<file path="config.mk">
export PLATFORM = sky130hd
export DESIGN_NAME = rle_encoder
export DESIGN_NICKNAME = d
export VERILOG_FILES = /design/src/rtl/rle_pkg.sv /design/src/rtl/rle_token_fifo.sv /design/src/rtl/rle_encoder.sv
export SDC_FILE = /design/constraint.sdc
export NUM_CORES = 1
export LEC_CHECK = 0
export CORE_ASPECT_RATIO = 0.6
export CORE_UTILIZATION = 50
export CTS_CLUSTER_SIZE = 8
export DETAILED_ROUTE_END_ITERATION = 10
export PLACE_DENSITY = 0.74
export SLEW_MARGIN = 15
export SYNTH_ARGS = -nofsm -noshare
export SYNTH_HDL_FRONTEND = slang
export SYNTH_SLANG_ARGS = --single-unit
export TNS_END_PERCENT = 10
</file>
<file path="constraint.sdc">
create_clock -name clk -period 8.8 [get_ports clk]
set_input_delay 1.76 -clock clk [delete_from_list [all_inputs] [get_ports clk]]
set_output_delay 1.76 -clock clk [all_outputs]
set_load 0.05 [all_outputs]
</file>
<file path="src/rtl/rle_pkg.sv">
// Shared constants, the run-length limit helper and the token layout for the RLE encoder.
package rle_pkg;

  localparam int unsigned LenWDefault = 8;

  function automatic int unsigned rle_max(input int unsigned len_w);
    return (32'd1 << len_w) - 32'd1;
  endfunction

  typedef struct packed {
    logic [1:0]             sym;
    logic [LenWDefault-1:0] len;
  } rle_token_t;

endpackage

</file>
<file path="src/rtl/rle_token_fifo.sv">
// 4-entry token FIFO with two ordered push ports (push1 only alongside push0) and one pop port.
module rle_token_fifo import rle_pkg::*; #(
  parameter int unsigned WIDTH = LenWDefault + 2
) (
  input  logic             clk,
  input  logic             rst,
  input  logic             push0,
  input  logic [WIDTH-1:0] data0,
  input  logic             push1,
  input  logic [WIDTH-1:0] data1,
  input  logic             pop,
  output logic [WIDTH-1:0] head,
  output logic [2:0]       count
);

  logic [WIDTH-1:0] mem [4];
  logic [1:0]       wr_ptr;
  logic [1:0]       rd_ptr;
  logic             do_pop;

  assign do_pop = pop && (count != 3'd0);

  // Storage is not reset; the head is masked whenever the FIFO is empty.
  always_ff @(posedge clk) begin
    if (push0) mem[wr_ptr] <= data0;
    if (push1) mem[wr_ptr + 2'd1] <= data1;
  end

  always_ff @(posedge clk or posedge rst) begin
    if (rst) begin
      wr_ptr <= 2'd0;
      rd_ptr <= 2'd0;
      count  <= 3'd0;
    end else begin
      wr_ptr <= wr_ptr + {1'b0, push0} + {1'b0, push1};
      if (do_pop) rd_ptr <= rd_ptr + 2'd1;
      count <= count + {2'b0, push0} + {2'b0, push1} - {2'b0, do_pop};
    end
  end

  assign head = (count != 3'd0) ? mem[rd_ptr] : '0;

endmodule

</file>
<file path="src/rtl/rle_encoder.sv">
// Run-length encoder for 2-bit symbols: tracks the open run and pushes (sym, len) tokens to a FIFO.
module rle_encoder import rle_pkg::*; #(
  parameter int unsigned LEN_W = LenWDefault
) (
  input  logic             clk,
  input  logic             rst,
  input  logic             in_valid,
  output logic             in_ready,
  input  logic [1:0]       in_data,
  input  logic             in_last,
  output logic             out_valid,
  input  logic             out_ready,
  output logic [1:0]       out_sym,
  output logic [LEN_W-1:0] out_len
);

  localparam logic [LEN_W-1:0] MaxLen = LEN_W'(rle_max(LEN_W));
  localparam int unsigned      TokW   = LEN_W + 2;

  logic             run_active;
  logic [1:0]       cur_sym;
  logic [LEN_W-1:0] run_len;
  logic [LEN_W-1:0] nxt_len;
  logic             accept;
  logic             emit_old;
  logic             push0;
  logic             push1;
  logic [TokW-1:0]  data0;
  logic [TokW-1:0]  data1;
  logic [TokW-1:0]  head;
  logic [2:0]       count;

  // Two free slots guarantee room for a change-plus-last beat even without a pop.
  assign in_ready = (count <= 3'd2) && !rst;
  assign accept   = in_valid && in_ready;
  assign emit_old = run_active && ((in_data != cur_sym) || (run_len == MaxLen));

  always_comb begin
    nxt_len = (!run_active || emit_old) ? LEN_W'(1) : run_len + LEN_W'(1);
    push0   = 1'b0;
    push1   = 1'b0;
    data0   = {cur_sym, run_len};
    data1   = {in_data, nxt_len};
    if (accept) begin
      if (emit_old) begin
        push0 = 1'b1;
        push1 = in_last;
      end else if (in_last) begin
        push0 = 1'b1;
        data0 = {in_data, nxt_len};
      end
    end
  end

  always_ff @(posedge clk or posedge rst) begin
    if (rst) begin
      run_active <= 1'b0;
      cur_sym    <= 2'd0;
      run_len    <= '0;
    end else if (accept) begin
      run_active <= !in_last;
      cur_sym    <= in_data;
      run_len    <= nxt_len;
    end
  end

  rle_token_fifo #(
    .WIDTH(TokW)
  ) u_fifo (
    .clk   (clk),
    .rst   (rst),
    .push0 (push0),
    .data0 (data0),
    .push1 (push1),
    .data1 (data1),
    .pop   (out_ready),
    .head  (head),
    .count (count)
  );

  assign out_valid = (count != 3'd0);
  assign out_sym   = head[TokW-1:LEN_W];
  assign out_len   = head[LEN_W-1:0];

endmodule

</file>
# == Word level (Yosys, flattened, before mapping) ==
# Memory sizes are Yosys's and may differ from the RTL's.
# Cells that the tools add are included.
# totals
input_bits,7
mem_bits_rw,40
wordCells,42
output_inout_bits,12
ff_bits,18
memories,1
# mem_list
memory,words,word_bits,read_ports,rd_ports_with_merged_regs,wr,line,text
u_fifo.mem,4,10,1,0,2,rle_token_fifo.sv:16,logic [WIDTH-1:0] mem [4];
# classes
addsub,8
eq_ne,2
reduce_logical,10
n_mux,14
order_cmp,1
# ops
operator,count
two-way mux 10 bit,4
two-way mux 1 bit,9
adder 8 x 1 -> 8 bit (second input constant),1
== test 8 bit (second input constant),1
two-way mux 8 bit,1
adder 3 x 1 -> 3 bit,2
adder 2 x 1 -> 2 bit,2
adder 2 x 1 -> 2 bit (second input constant),2
logical AND 1 bit,4
<= comparator 3 x 2 -> 1 bit (second input constant),1
zero test 1 bit,3
nonzero test 3 bit,1
subtractor 3 x 1 -> 3 bit,1
logical OR 1 bit,2
!= test 2 bit,1

# == Logic depth before layout (Yosys ltp) ==
# depth
word_depth,8
depth_mapped,11
mapped_depth_nobuf,10

# == By module ==
# A second synthesis with hierarchy kept.
# hier_totals
hier_cells,270
area_unflattened_um2,3432.0
# by_module_without_submodules
module,area_per_inst_um2,seq_area_each_um2,n_inst,cells_each
rle_token_fifo,2401.1,1376.3,1,144
rle_encoder,1031.0,275.3,1,126

# == Worst setup path before layout ==
# Ideal clock, no wire load.
# synth_timing
path_kind,input -> output
from,in rst
to,out in_ready
n_path_buf,0
required_ns,7.040
stages,1
setup_slack_ns,4.451
arrival_time_ns,2.589
path_cell_list,a21oi_1
# synth_between
elab_chain_len,2
# synth_rtl
element,line,text
"start, declared",rle_encoder.sv:6,"input logic rst,"
zero test 1 bit (no line),--,
logical AND 1 bit,rle_encoder.sv:34,assign in_ready = (count <= 3'd2) && !rst;
"end, declared",rle_encoder.sv:8,"output logic in_ready,"
# Every way passes these cells.

# == Final worst setup path ==
# Ends and elaborated chain as after synthesis.

==> results.py <==
metrics = {
    "global_route": {
        "track_usage": 0.227,
        "antenna_found_initial": 0,
        "grt_pass1_wl_um": 11000,
        "overflow": 0,
        "grt_start_max_net_pins": 20,
        "grt_pass1_vias": 2057,
    },
    "power_and_ir_drop": {
        "p_seq_frac": 0.350,
        "power_frac_clock": 0.218,
        "leakage_nw": 1.46,
        "peakVddDrop_mv": 0.177,
        "swShare": 0.407,
        "p_comb_frac": 0.432,
        "internal_power_mw": 0.709,
        "switching_power_mw": 0.487,
        "p_per_area_nw_per_um2": 332,
    },
    "yosys": {
        "synthTopCellsByArea": "edfxtp_1, dfrtp_1, mux4_2",
        "synth_async_sr_flop_share": 0.310,
        "yosys-top-cells-count": "nand2_1, edfxtp_1, dfrtp_1",
        "synth_top_flop_cell": "edfxtp_1",
        "synthCells": 270,
        "ys_seq_area_frac": 0.523,
        "synth_top_area_cell": "edfxtp_1",
        "syn_area_per_cell_sq_um": 11.7,
        "syn_area_sq_um": 3160,
        "yosys_warnings": 0,
        "yosysMostFrequentCell": "nand2_1",
        "syn_nets": 283,
        "synth-edff-count": 40,
        "synth_top_cell_area_share": 0.380,
        "synth.distinct_cells": 45,
        "synth_seq_cells": 58,
    },
    "setup_path": {
        "arrival_ps": 3320,
        "cp-start-kind": "input pin",
        "cp_max_fo": 3,
        "critical_path_class": "input pin to output pin",
        "critPathBufInv": 2,
        "reg2reg_slack_ps": 5360,
        "crit_path_frequent_cell": "clkdlybuf4s50_1",
        "crit_path_cell_trace": "clkdlybuf4s50_1 > a21oi_1 > clkdlybuf4s50_1",
        "cpMaxStageDelayCell": "clkdlybuf4s50_1",
        "crit_path_end_kind": "output pin",
        "cp_data_required_time_ps": 7040,
        "max_stage_delay_ps": 840,
        "critPathTopFamily": "buffers and inverters",
    },
    "detailed_routing": {
        "drt_iter0_markers": 186,
        "via_count": 2109,
        "drc_errors": 0,
        "vias_per_cell": 5.61,
        "dr.pass1.iters": 4,
        "totalWireLength_um": 6790,
        "antenna_left": 0,
        "wire_per_inst_um": 18.1,
    },
    "timing": {
        "fin_skew_ps": 5.24,
        "rsz0062_at_grt": "no",
        "max_freq_mhz": 197,
        "hold_ws_ps": 579,
        "finalSetupTns_ps": 0,
        "relSlewSlack": 0.445,
        "maxSlewViolCount": 0,
        "fin_crit_sh": 0.577,
        "worst_pin_slew_ps": 830,
        "min_period_ps": 5080,
        "setup_viol": 0,
        "final_hold_viol_count": 0,
    },
    "final_layout": {
        "fillCellCount": 512,
        "antenna_cells": 0,
        "drive_above_1_share": 0.164,
        "nNetsFinal": 301,
        "final_util": 0.589,
        "area_growth_pct": 13.9,
    },
    "place": {
        "io_buffers": 18,
        "gp_congestion": 0.861,
        "dp_hpwl_um": 4630,
    },
    "cts": {
        "cts-root-buf": "clkbuf_8",
        "post_cts_buffers": 0,
        "clk_latency_ps": 340,
        "postCtsHoldBufs": 0,
        "cts_buffers": 9,
        "cts_tree": "yes",
        "ctsHtreeMaxLevel": 3,
        "clockBufferDepth": 2,
        "post_cts_resized": 0,
        "clk_pin_slew_worst_paths_ps": 60,
        "cts_sinks": 58,
    },
    "die": {
        "dieArea_sq_um": 6650,
        "start_util": 0.517,
        "die_w_um": 105,
        "coreArea_sq_um": 6110,
        "ios": 19,
        "rows": 22,
        "die_h_um": 63.6,
    },
    "hold_path": {
        "hp-class": "flip-flop to flip-flop",
    },
    "run_status": {
        "status": "finished clean",
    },
    "flow_run": {
        "max_cap_violations": 0,
    },
}
flip-flops by register name (all words and copies together), names as in the netlist:
| signal | cells |
|---|---|
| u_fifo.mem | 40 |
| u_fifo.wr_ptr | 2 |
| u_fifo.rd_ptr | 2 |
| u_fifo.count | 3 |
| run_len | 8 |
| run_active | 1 |
| cur_sym | 2 |
worst reg2reg max path: cells and delay by family (launching register included):
family	cells	cell delay (ps)
xor+xnor	1	130
flops	1	420
fa+ha+maj	4	1370
simple gates	3	880
compound gates	1	500
buf+inv	1	40
cells in the final DEF, fill, tap and decap left out, drive strengths merged, types with 2 or more instances in the layout:
master,instances
dfrtp,18
edfxtp,40
clkinv,3
nor2b,2
inv,14
a21o,8
o211ai,2
nand4,3
nand2,47
ha,3
buf,2
or3,2
nor2,14
o31ai,7
mux4,10
fa,3
o21ai,9
clkdlybuf4s50,18
xor2,3
and3,3
bufinv,2
a21boi,2
and2,13
mux2,11
clkbuf,9
xnor2,5
a21oi,18
nand3,8
cell families (layout without fill, tap and decap cells):
family | Yosys count | after routing | synth area share
AO/OA/AOI/OAI | 53 | 53 | 0.130
XOR/XNOR | 8 | 8 | 0.0222
adder cells (fa/ha/maj) | 7 | 7 | 0.0341
buffers and inverters | 27 | 49 | 0.0376
flip-flops | 58 | 58 | 0.523
multiplexers | 21 | 21 | 0.113
AND/OR/NAND/NOR | 96 | 96 | 0.141
final cells by class:
cell class | instances | area, sq um | area share
flip-flops and latches | 58 | 1650 | 0.459
multi-input cells | 185 | 1390 | 0.386
repair buffers | 20 | 195 | 0.0542
clock buffers | 9 | 124 | 0.0344
well taps | 84 | 105 | 0.0292
clock inverters | 6 | 82.6 | 0.0229
inverters | 14 | 52.6 | 0.0146
worst paths after layout:
check	startpoint	to	cells past startpoint
max	rst	in_ready	3
min	run_len[1]$_DFFE_PP0N_	run_len[1]$_DFFE_PP0N_	2
min in group asynchronous	rst	u_fifo.wr_ptr[1]$_DFF_PP0_	2
max reg2reg	run_len[0]$_DFFE_PP0N_	u_fifo.count[2]$_DFF_PP0_	10
min reg2reg	run_len[1]$_DFFE_PP0N_	run_len[1]$_DFFE_PP0N_	2
max in group asynchronous	rst	u_fifo.rd_ptr[0]$_DFFE_PP0N_	2
metrics by stage:
stage / power, mW / worst slack, ps / std cells / instance area, sq um
floorplan: 0.798 / 4450 / 270 / 3160
global placement: 0.922 / 3720 / 361 / 3390
detailed placement: 0.938 / 3720 / 361 / 3390
CTS: 1.20 / 3700 / 376 / 3600
global route: 1.26 / 3660 / 376 / 3600
finish: 1.20 / 3720 / 376 / 3600
per-layer routing:
| metal | vias up | global-route usage | share of wire |
|---|---|---|---|
| met5 | - | 0 | 0 |
| met4 | 0 | 0.0757 | 0.014 |
| met3 | 11 | 0.0642 | 0.061 |
| met2 | 73 | 0.334 | 0.43 |
| met1 | 1013 | 0.324 | 0.50 |
| li1 | 1012 | - | - |
power groups by stage:
| stage | sequential (mW) | clock [mW] | combinational, mW |
|---|---|---|---|
| 6_report | 0.419 | 0.260 | 0.517 |
| 3_3_place_gp | 0.419 | 0 | 0.503 |
| 5_1_grt | 0.428 | 0.276 | 0.554 |
| 3_5_place_dp | 0.424 | 0 | 0.514 |
| 4_1_cts | 0.418 | 0.265 | 0.518 |
| 2_1_floorplan | 0.374 | 0 | 0.424 |
No activity file was read; power rests on OpenSTA's default activity.
